`src/rtl/mips_multi.sv`:
```
// mips_multi: multicycle MIPS integer core with one shared
// instruction/data port and a ready handshake for wait states.
module mips_multi #(
  parameter logic [31:0] RESET_PC = 32'h0000_0000,
  parameter int          ADDR_W   = 32,
  parameter int          RF_DEPTH = 32
) (
  input  logic              clk,
  input  logic              reset,
  output logic [ADDR_W-1:0] mem_addr,
  output logic [31:0]       mem_wdata,
  input  logic [31:0]       mem_rdata,
  output logic              mem_read,
  output logic              mem_write,
  input  logic              mem_ready,
  output logic [31:0]       pc_out,
  output logic              halted
);

  typedef enum logic [3:0] {
    S_FETCH,
    S_DECODE,
    S_EXEC_R,
    S_WB_R,
    S_EXEC_I,
    S_WB_I,
    S_MEM_ADR,
    S_MEM_RD,
    S_WB_MEM,
    S_MEM_WR,
    S_BRANCH,
    S_JUMP,
    S_HALT
  } state_t;

  localparam logic [5:0] OP_R    = 6'b000000;
  localparam logic [5:0] OP_LW   = 6'b100011;
  localparam logic [5:0] OP_SW   = 6'b101011;
  localparam logic [5:0] OP_ADDI = 6'b001000;
  localparam logic [5:0] OP_BEQ  = 6'b000100;
  localparam logic [5:0] OP_BNE  = 6'b000101;
  localparam logic [5:0] OP_J    = 6'b000010;

  localparam logic [5:0] F_ADD = 6'b100000;
  localparam logic [5:0] F_SUB = 6'b100010;
  localparam logic [5:0] F_AND = 6'b100100;
  localparam logic [5:0] F_OR  = 6'b100101;
  localparam logic [5:0] F_SLT = 6'b101010;

  if (RF_DEPTH != 32) begin : g_bad_depth
    $error("mips_multi: RF_DEPTH must be 32");
  end

  state_t      state;
  state_t      dec_next;
  logic [31:0] pc;
  logic [31:0] ir;
  logic [31:0] mdr;
  logic [31:0] a;
  logic [31:0] b;
  logic [31:0] alu_out;
  logic [31:0] rf [RF_DEPTH];

  logic [5:0]  op;
  logic [5:0]  funct;
  logic [4:0]  rs;
  logic [4:0]  rt;
  logic [4:0]  rd;
  logic [31:0] simm;
  logic [31:0] boff;
  logic [31:0] jtgt;
  logic [31:0] ea;
  logic [31:0] rs_val;
  logic [31:0] rt_val;
  logic [31:0] r_res;
  logic        r_ok;
  logic        br_take;
  logic        rf_we;
  logic [4:0]  rf_wa;
  logic [31:0] rf_wd;
  logic        unused_shamt;

  assign op     = ir[31:26];
  assign rs     = ir[25:21];
  assign rt     = ir[20:16];
  assign rd     = ir[15:11];
  assign funct  = ir[5:0];
  assign simm   = {{16{ir[15]}}, ir[15:0]};
  assign boff   = {simm[29:0], 2'b00};
  assign jtgt   = {pc[31:28], ir[25:0], 2'b00};
  assign ea     = a + simm;
  assign pc_out = pc;

  assign unused_shamt = ^ir[10:6];

  // Register 0 is hardwired; its storage is never read.
  assign rs_val = (rs == 5'd0) ? 32'd0 : rf[rs];
  assign rt_val = (rt == 5'd0) ? 32'd0 : rf[rt];

  assign br_take = (op == OP_BEQ) ? (a == b) : (a != b);

  always_comb begin
    dec_next = S_HALT;
    unique case (1'b1)
      op == OP_R:                 dec_next = S_EXEC_R;
      op == OP_LW, op == OP_SW:   dec_next = S_MEM_ADR;
      op == OP_ADDI:              dec_next = S_EXEC_I;
      op == OP_BEQ, op == OP_BNE: dec_next = S_BRANCH;
      op == OP_J:                 dec_next = S_JUMP;
      default:                    dec_next = S_HALT;
    endcase
  end

  always_comb begin
    r_res = 32'd0;
    r_ok  = 1'b1;
    unique case (funct)
      F_ADD:   r_res = a + b;
      F_SUB:   r_res = a - b;
      F_AND:   r_res = a & b;
      F_OR:    r_res = a | b;
      F_SLT:   r_res = {31'd0, $signed(a) < $signed(b)};
      default: r_ok  = 1'b0;
    endcase
  end

  assign rf_we = reset && (state == S_WB_R ||
                           state == S_WB_I ||
                           state == S_WB_MEM);
  assign rf_wa = (state == S_WB_R) ? rd : rt;
  assign rf_wd = (state == S_WB_MEM) ? mdr : alu_out;

  always_ff @(posedge clk) begin
    if (rf_we && rf_wa != 5'd0) begin
      rf[rf_wa] <= rf_wd;
    end
  end

  // Request outputs are set on entry to each memory state so they
  // are registered and stay put until mem_ready completes them.
  always_ff @(posedge clk or negedge reset) begin
    if (!reset) begin
      state     <= S_FETCH;
      pc        <= RESET_PC;
      ir        <= 32'd0;
      mdr       <= 32'd0;
      a         <= 32'd0;
      b         <= 32'd0;
      alu_out   <= 32'd0;
      mem_read  <= 1'b0;
      mem_write <= 1'b0;
      mem_addr  <= '0;
      mem_wdata <= 32'd0;
      halted    <= 1'b0;
    end else begin
      unique case (state)
        S_FETCH: begin
          if (!mem_read) begin
            mem_read <= 1'b1;
            mem_addr <= pc[ADDR_W-1:0];
          end else if (mem_ready) begin
            ir       <= mem_rdata;
            pc       <= pc + 32'd4;
            mem_read <= 1'b0;
            state    <= S_DECODE;
          end
        end
        S_DECODE: begin
          a       <= rs_val;
          b       <= rt_val;
          alu_out <= pc + boff;
          state   <= dec_next;
          if (dec_next == S_HALT) halted <= 1'b1;
        end
        S_EXEC_R: begin
          alu_out <= r_res;
          if (r_ok) begin
            state <= S_WB_R;
          end else begin
            state  <= S_HALT;
            halted <= 1'b1;
          end
        end
        S_EXEC_I: begin
          alu_out <= ea;
          state   <= S_WB_I;
        end
        S_WB_R, S_WB_I, S_WB_MEM: begin
          state    <= S_FETCH;
          mem_read <= 1'b1;
          mem_addr <= pc[ADDR_W-1:0];
        end
        S_MEM_ADR: begin
          alu_out  <= ea;
          mem_addr <= ea[ADDR_W-1:0];
          if (op == OP_LW) begin
            mem_read <= 1'b1;
            state    <= S_MEM_RD;
          end else begin
            mem_write <= 1'b1;
            mem_wdata <= b;
            state     <= S_MEM_WR;
          end
        end
        S_MEM_RD: begin
          if (mem_ready) begin
            mdr      <= mem_rdata;
            mem_read <= 1'b0;
            state    <= S_WB_MEM;
          end
        end
        S_MEM_WR: begin
          if (mem_ready) begin
            mem_write <= 1'b0;
            mem_read  <= 1'b1;
            mem_addr  <= pc[ADDR_W-1:0];
            state     <= S_FETCH;
          end
        end
        S_BRANCH: begin
          mem_read <= 1'b1;
          state    <= S_FETCH;
          if (br_take) begin
            pc       <= alu_out;
            mem_addr <= alu_out[ADDR_W-1:0];
          end else begin
            mem_addr <= pc[ADDR_W-1:0];
          end
        end
        S_JUMP: begin
          pc       <= jtgt;
          mem_addr <= jtgt[ADDR_W-1:0];
          mem_read <= 1'b1;
          state    <= S_FETCH;
        end
        S_HALT: begin
          halted <= 1'b1;
        end
        default: begin
          state  <= S_HALT;
          halted <= 1'b1;
        end
      endcase
    end
  end

endmodule

```
`config.mk`:
```
export PLATFORM = sky130hd
export DESIGN_NAME = mips_multi
export DESIGN_NICKNAME = d
export VERILOG_FILES = /design/src/rtl/mips_multi.sv
export SDC_FILE = /design/constraint.sdc
export NUM_CORES = 2
export LEC_CHECK = 0
export CORE_ASPECT_RATIO = 1.1
export CORE_MARGIN = 5
export CORE_UTILIZATION = 35
export CTS_CLUSTER_SIZE = 24
export DETAILED_ROUTE_END_ITERATION = 10
export GPL_TIMING_DRIVEN = 1
export HOLD_SLACK_MARGIN = 0.1
export SLEW_MARGIN = 20
export SYNTH_ARGS = -nofsm -noshare
export SYNTH_HDL_FRONTEND = slang
export SYNTH_SLANG_ARGS = --single-unit
```
`constraint.sdc`:
```
create_clock -name clk -period 9.91 [get_ports clk]
set_input_delay 1.4865 -clock clk [delete_from_list [all_inputs] [get_ports clk]]
set_output_delay 1.4865 -clock clk [all_outputs]
set_load 0.05 [all_outputs]
```
==> qor.tcl <==
set qor(cp_data_arrival_time_ps) 5170
set qor(dr.pass1.iters) 6
set qor(clock_skew_ps) 65.7
set qor(synthCells) 4382
set qor(drv_slew) 0
set qor(synth_edf_count) 1024
set qor(cts_inserted_buffers) 142
set qor(timing.critical_path.fanout_max) 23
set qor(final_core_density_pct) 39.9
set qor(globalRouteOverflowTotal) 0
set qor(initial_antenna_violation_count) 8
set qor(cts.clk_slew.worst_paths_ps) 60
set qor(leakagePower_nw) 27.8
set qor(outcome) {complete, no violations}
set qor(ys_ff_latch) 1287
set qor(timing.hold.worst.start) {mem_addr[3]}
set qor(cap_viol_max_count) 0
set qor(cts.root.buffer_cell) {sky130_fd_sc_hd__clkbuf_16}
set qor(route.met3.wl_um) 18800
set qor(maxClockFrequency_mhz) 211
set qor(num_vias) 42488
set qor(postCtsSetupBuffers) 0
set qor(final_common_cell) {sky130_fd_sc_hd__edfxtp_1}
set qor(num_io_pins) 134
set qor(remaining_max_slew_budget_at_the_tightest_pin_pct) 23.7
set qor(final_gp_congestion) 0.934
set qor(p_int_mw) 8.65
set qor(global_route_wire_length_before_repair_um) 305000
set qor(timing.final.hold_violations) 0
set qor(count_of_cells_resized_by_post_cts_repair) 0
set qor(pwr-share-seq_pct) 52.6
set qor(final-setup-viol-count) 0
set qor(startpoint) {state[0]}
set qor(grt_setup_unrepaired) {false}
set qor(netSwitchingFraction_pct) 21.1
set qor(filler_cell_count) 17342
set qor(cts.hold.buffers_added) 0
set qor(required_ps) 10330
set qor(timing.setup.tns_ps) 0
set qor(worstSetupStartpointType) {flop}
set qor(fraction_of_registers_with_async_set_or_reset_after_synthesis_pct) 20.4
set qor(grt.total_usage_pct) 21.0
set qor(die_area_sq_mm) 0.200
set qor(rr_worst_depth) 7
set qor(syn_area_sq_mm) 0.0669
set qor(drive_above_1_share_pct) 24.9
set qor(first_global_vias) 42200
set qor(cell_by_cell_listing_of_the_critical_path) {nand2_1 -> nor2_1 -> a21oi_1 -> o22ai_1 -> nand3_1 -> nor2_4 -> buf_4}
set qor(highest-signal-layer) {met5}
set qor(drt-total-wl_um) 213000
set qor(criticalPathCategory) {flop to flop}
set qor(worst_ir_drop_on_vdd_uv) 116
set qor(final.min_clock_period_ps) 4750
set qor(die_h_um) 468
set qor(cts_tree) {yes}
set qor(met2_wirelength_um) 100000
set qor(synthesis.area_per_instance_sq_um) 15.3
set qor(met1Wirelength_um) 87500
set qor(endpoint_of_the_most_critical_register_to_register_path) {rf[3][9]}
set qor(whs_path_depth) 2
set qor(place_ws_ps) 4760
set qor(fin_crit_sh_pct) 47.9
set qor(dieWidth_um) 427
set qor(synth.lib_cells_used.distinct) 88
set qor(postSynth.topFlopCell) {sky130_fd_sc_hd__edfxtp_1}
set qor(grt_start_max_net_pins) 102
set qor(portBuffers) 133
set qor(finalNetCount) 4684
set qor(hold_ws_ps) 474
set qor(max-clock-path-buffers) 3
set qor(combPwrFrac_pct) 0.7
set qor(cp_slowest_stage_delay_ps) 1000
set qor(syn_to_final_growth_pct) 13.6
set qor(p_switching_mw) 2.32
set qor(end_kind) {flop}
set qor(cp_num_buf_inv) 1
set qor(cp_top_family) {simple AND/OR/NAND/NOR gates}
set qor(timing.hold.worst.class) {flop to flop}
set qor(drt_iter0_drc) 5165
set qor(worstSkewPairLatency_ps) 790
set qor(mostFrequentLayoutCells) {sky130_fd_sc_hd__edfxtp_1 (1024), sky130_fd_sc_hd__mux4_2 (608), sky130_fd_sc_hd__nand2_1 (266), sky130_fd_sc_hd__dfrtp_1 (251), sky130_fd_sc_hd__a21oi_1 (229)}
set qor(yosys_warnings) 0
set qor(number_of_levels_the_h_tree_was_split_into) 4
set qor(timing_worst_slew_pin_value_ps) 1140
set qor(total_power_mw) 11.0
set qor(core_area_sq_mm) 0.190
set qor(cts_sinks) 1287
set qor(r2r_start) {state[0]}
set qor(initial_core_util_pct) 35.2
set qor(worst_path_max_delay_cell) {sky130_fd_sc_hd__nor2_4}
set qor(antenna_violating_nets_post_route) 0
set qor(power_per_cell_area_mw_per_mm2) 144
set qor(power.clock.fraction_pct) 46.7
set qor(hpwlAfterDp_um) 139000
set qor(regToRegSetupSlack_ps) 5160
set qor(hold_path_end) {mem_addr[3]}
set qor(timing.final.ws_setup_ps) 5160
set qor(routed_via_density) 5.94
set qor(residual_drc_count) 0
set qor(avgRoutedWirePerCell_um) 29.8
set qor(synth_sequential_area_ratio_pct) 55.8
set qor(std_cell_rows) 168
## synth_stat cells (all sizes together), types with 21 or more instances
cell | number | area share [%]
edfxtp | 1024 | 46
mux4 | 608 | 20
nand2 | 267 | 1.5
dfrtp | 263 | 9.8
a21oi | 230 | 1.7
clkbuf | 216 | 1.2
nor2 | 206 | 1.2
o21ai | 199 | 1.5
ha | 164 | 3.1
mux2 | 162 | 2.7
inv | 114 | 0.64
buf | 86 | 0.61
o22ai | 84 | 0.79
mux2i | 69 | 1.0
xnor2 | 55 | 0.72
nor2b | 50 | 0.47
a21o | 46 | 0.52
nand3 | 45 | 0.34
nor3 | 39 | 0.30
a31oi | 36 | 0.34
o32ai | 34 | 0.45
xor2 | 31 | 0.42
nand2b | 29 | 0.27
o211ai | 25 | 0.28
and3 | 23 | 0.22
o31ai | 21 | 0.24
## cell families after synthesis
group           Yosys count  share of synthesized area, %
other cells               1                       0.00561
flops                  1287                          55.8
mux                     839                          24.2
compound gates          849                          8.07
xor+xnor                 86                          1.14
simple gates            735                          5.09
buf+inv                 417                          2.46
fa+ha+maj               168                          3.19
## cell type report
cell class	instances	area, sq um	area share (%)
clock inverter	74	743	0.979
sequential	1287	37400	49.2
multi-input combinational	2709	28300	37.3
clock buffer	186	3760	4.95
timing repair buffer	226	2130	2.81
tap	2550	3190	4.20
antenna	1	2.50	0.00329
inverter	115	432	0.568
## sequential cells by signal (all words and copies together) (netlist names)
signal	cells
mem_write	1
ir	32
mem_addr	32
mdr	32
a	32
state	4
pc_out	32
rf	1024
mem_wdata	32
b	32
alu_out	32
mem_read	1
halted	1
## worst max-delay path by stage
| stage | to | cells past startpoint |
|---|---|---|
| after global placement | rf[1][7] | 6 |
| final | rf[3][9] | 7 |
| after floorplan | rf[5][0] | 9 |
| after detailed placement | rf[1][7] | 6 |
| after CTS | rf[4][1] | 9 |
| after global routing | rf[4][1] | 9 |
## power groups by stage
stage,Sequential (mW),Combinational [mW],Clock [mW]
floorplan,5.88,0.0206,0
global placement,5.88,0.0781,0
detailed placement,5.88,0.0786,0
CTS,5.77,0.0787,5.20
global route,5.77,0.0848,5.43
finish,5.77,0.0774,5.12
## metrics by stage
stage	instances	instance area, sq um
2_1_floorplan	4413	67000
3_3_place_gp	6887	71400
3_5_place_dp	6887	71400
4_1_cts	7147	75900
5_1_grt	7148	76000
6_report	7148	76000
## layer usage
layer	vias to the layer above	GRT usage (%)
li1	17842	-
met1	22376	29.3
met2	1963	33.5
met3	301	4.15
met4	6	6.23
met5	-	0
## worst min-delay path, delay by kind of cell, from the launching register on
family             cells  cell delay (ps)
DFF                    1              340
AOI/OAI and AO/OA      1               50
and+or+nand+nor        1               50
Note: power is estimated with default switching activity, not from simulation.
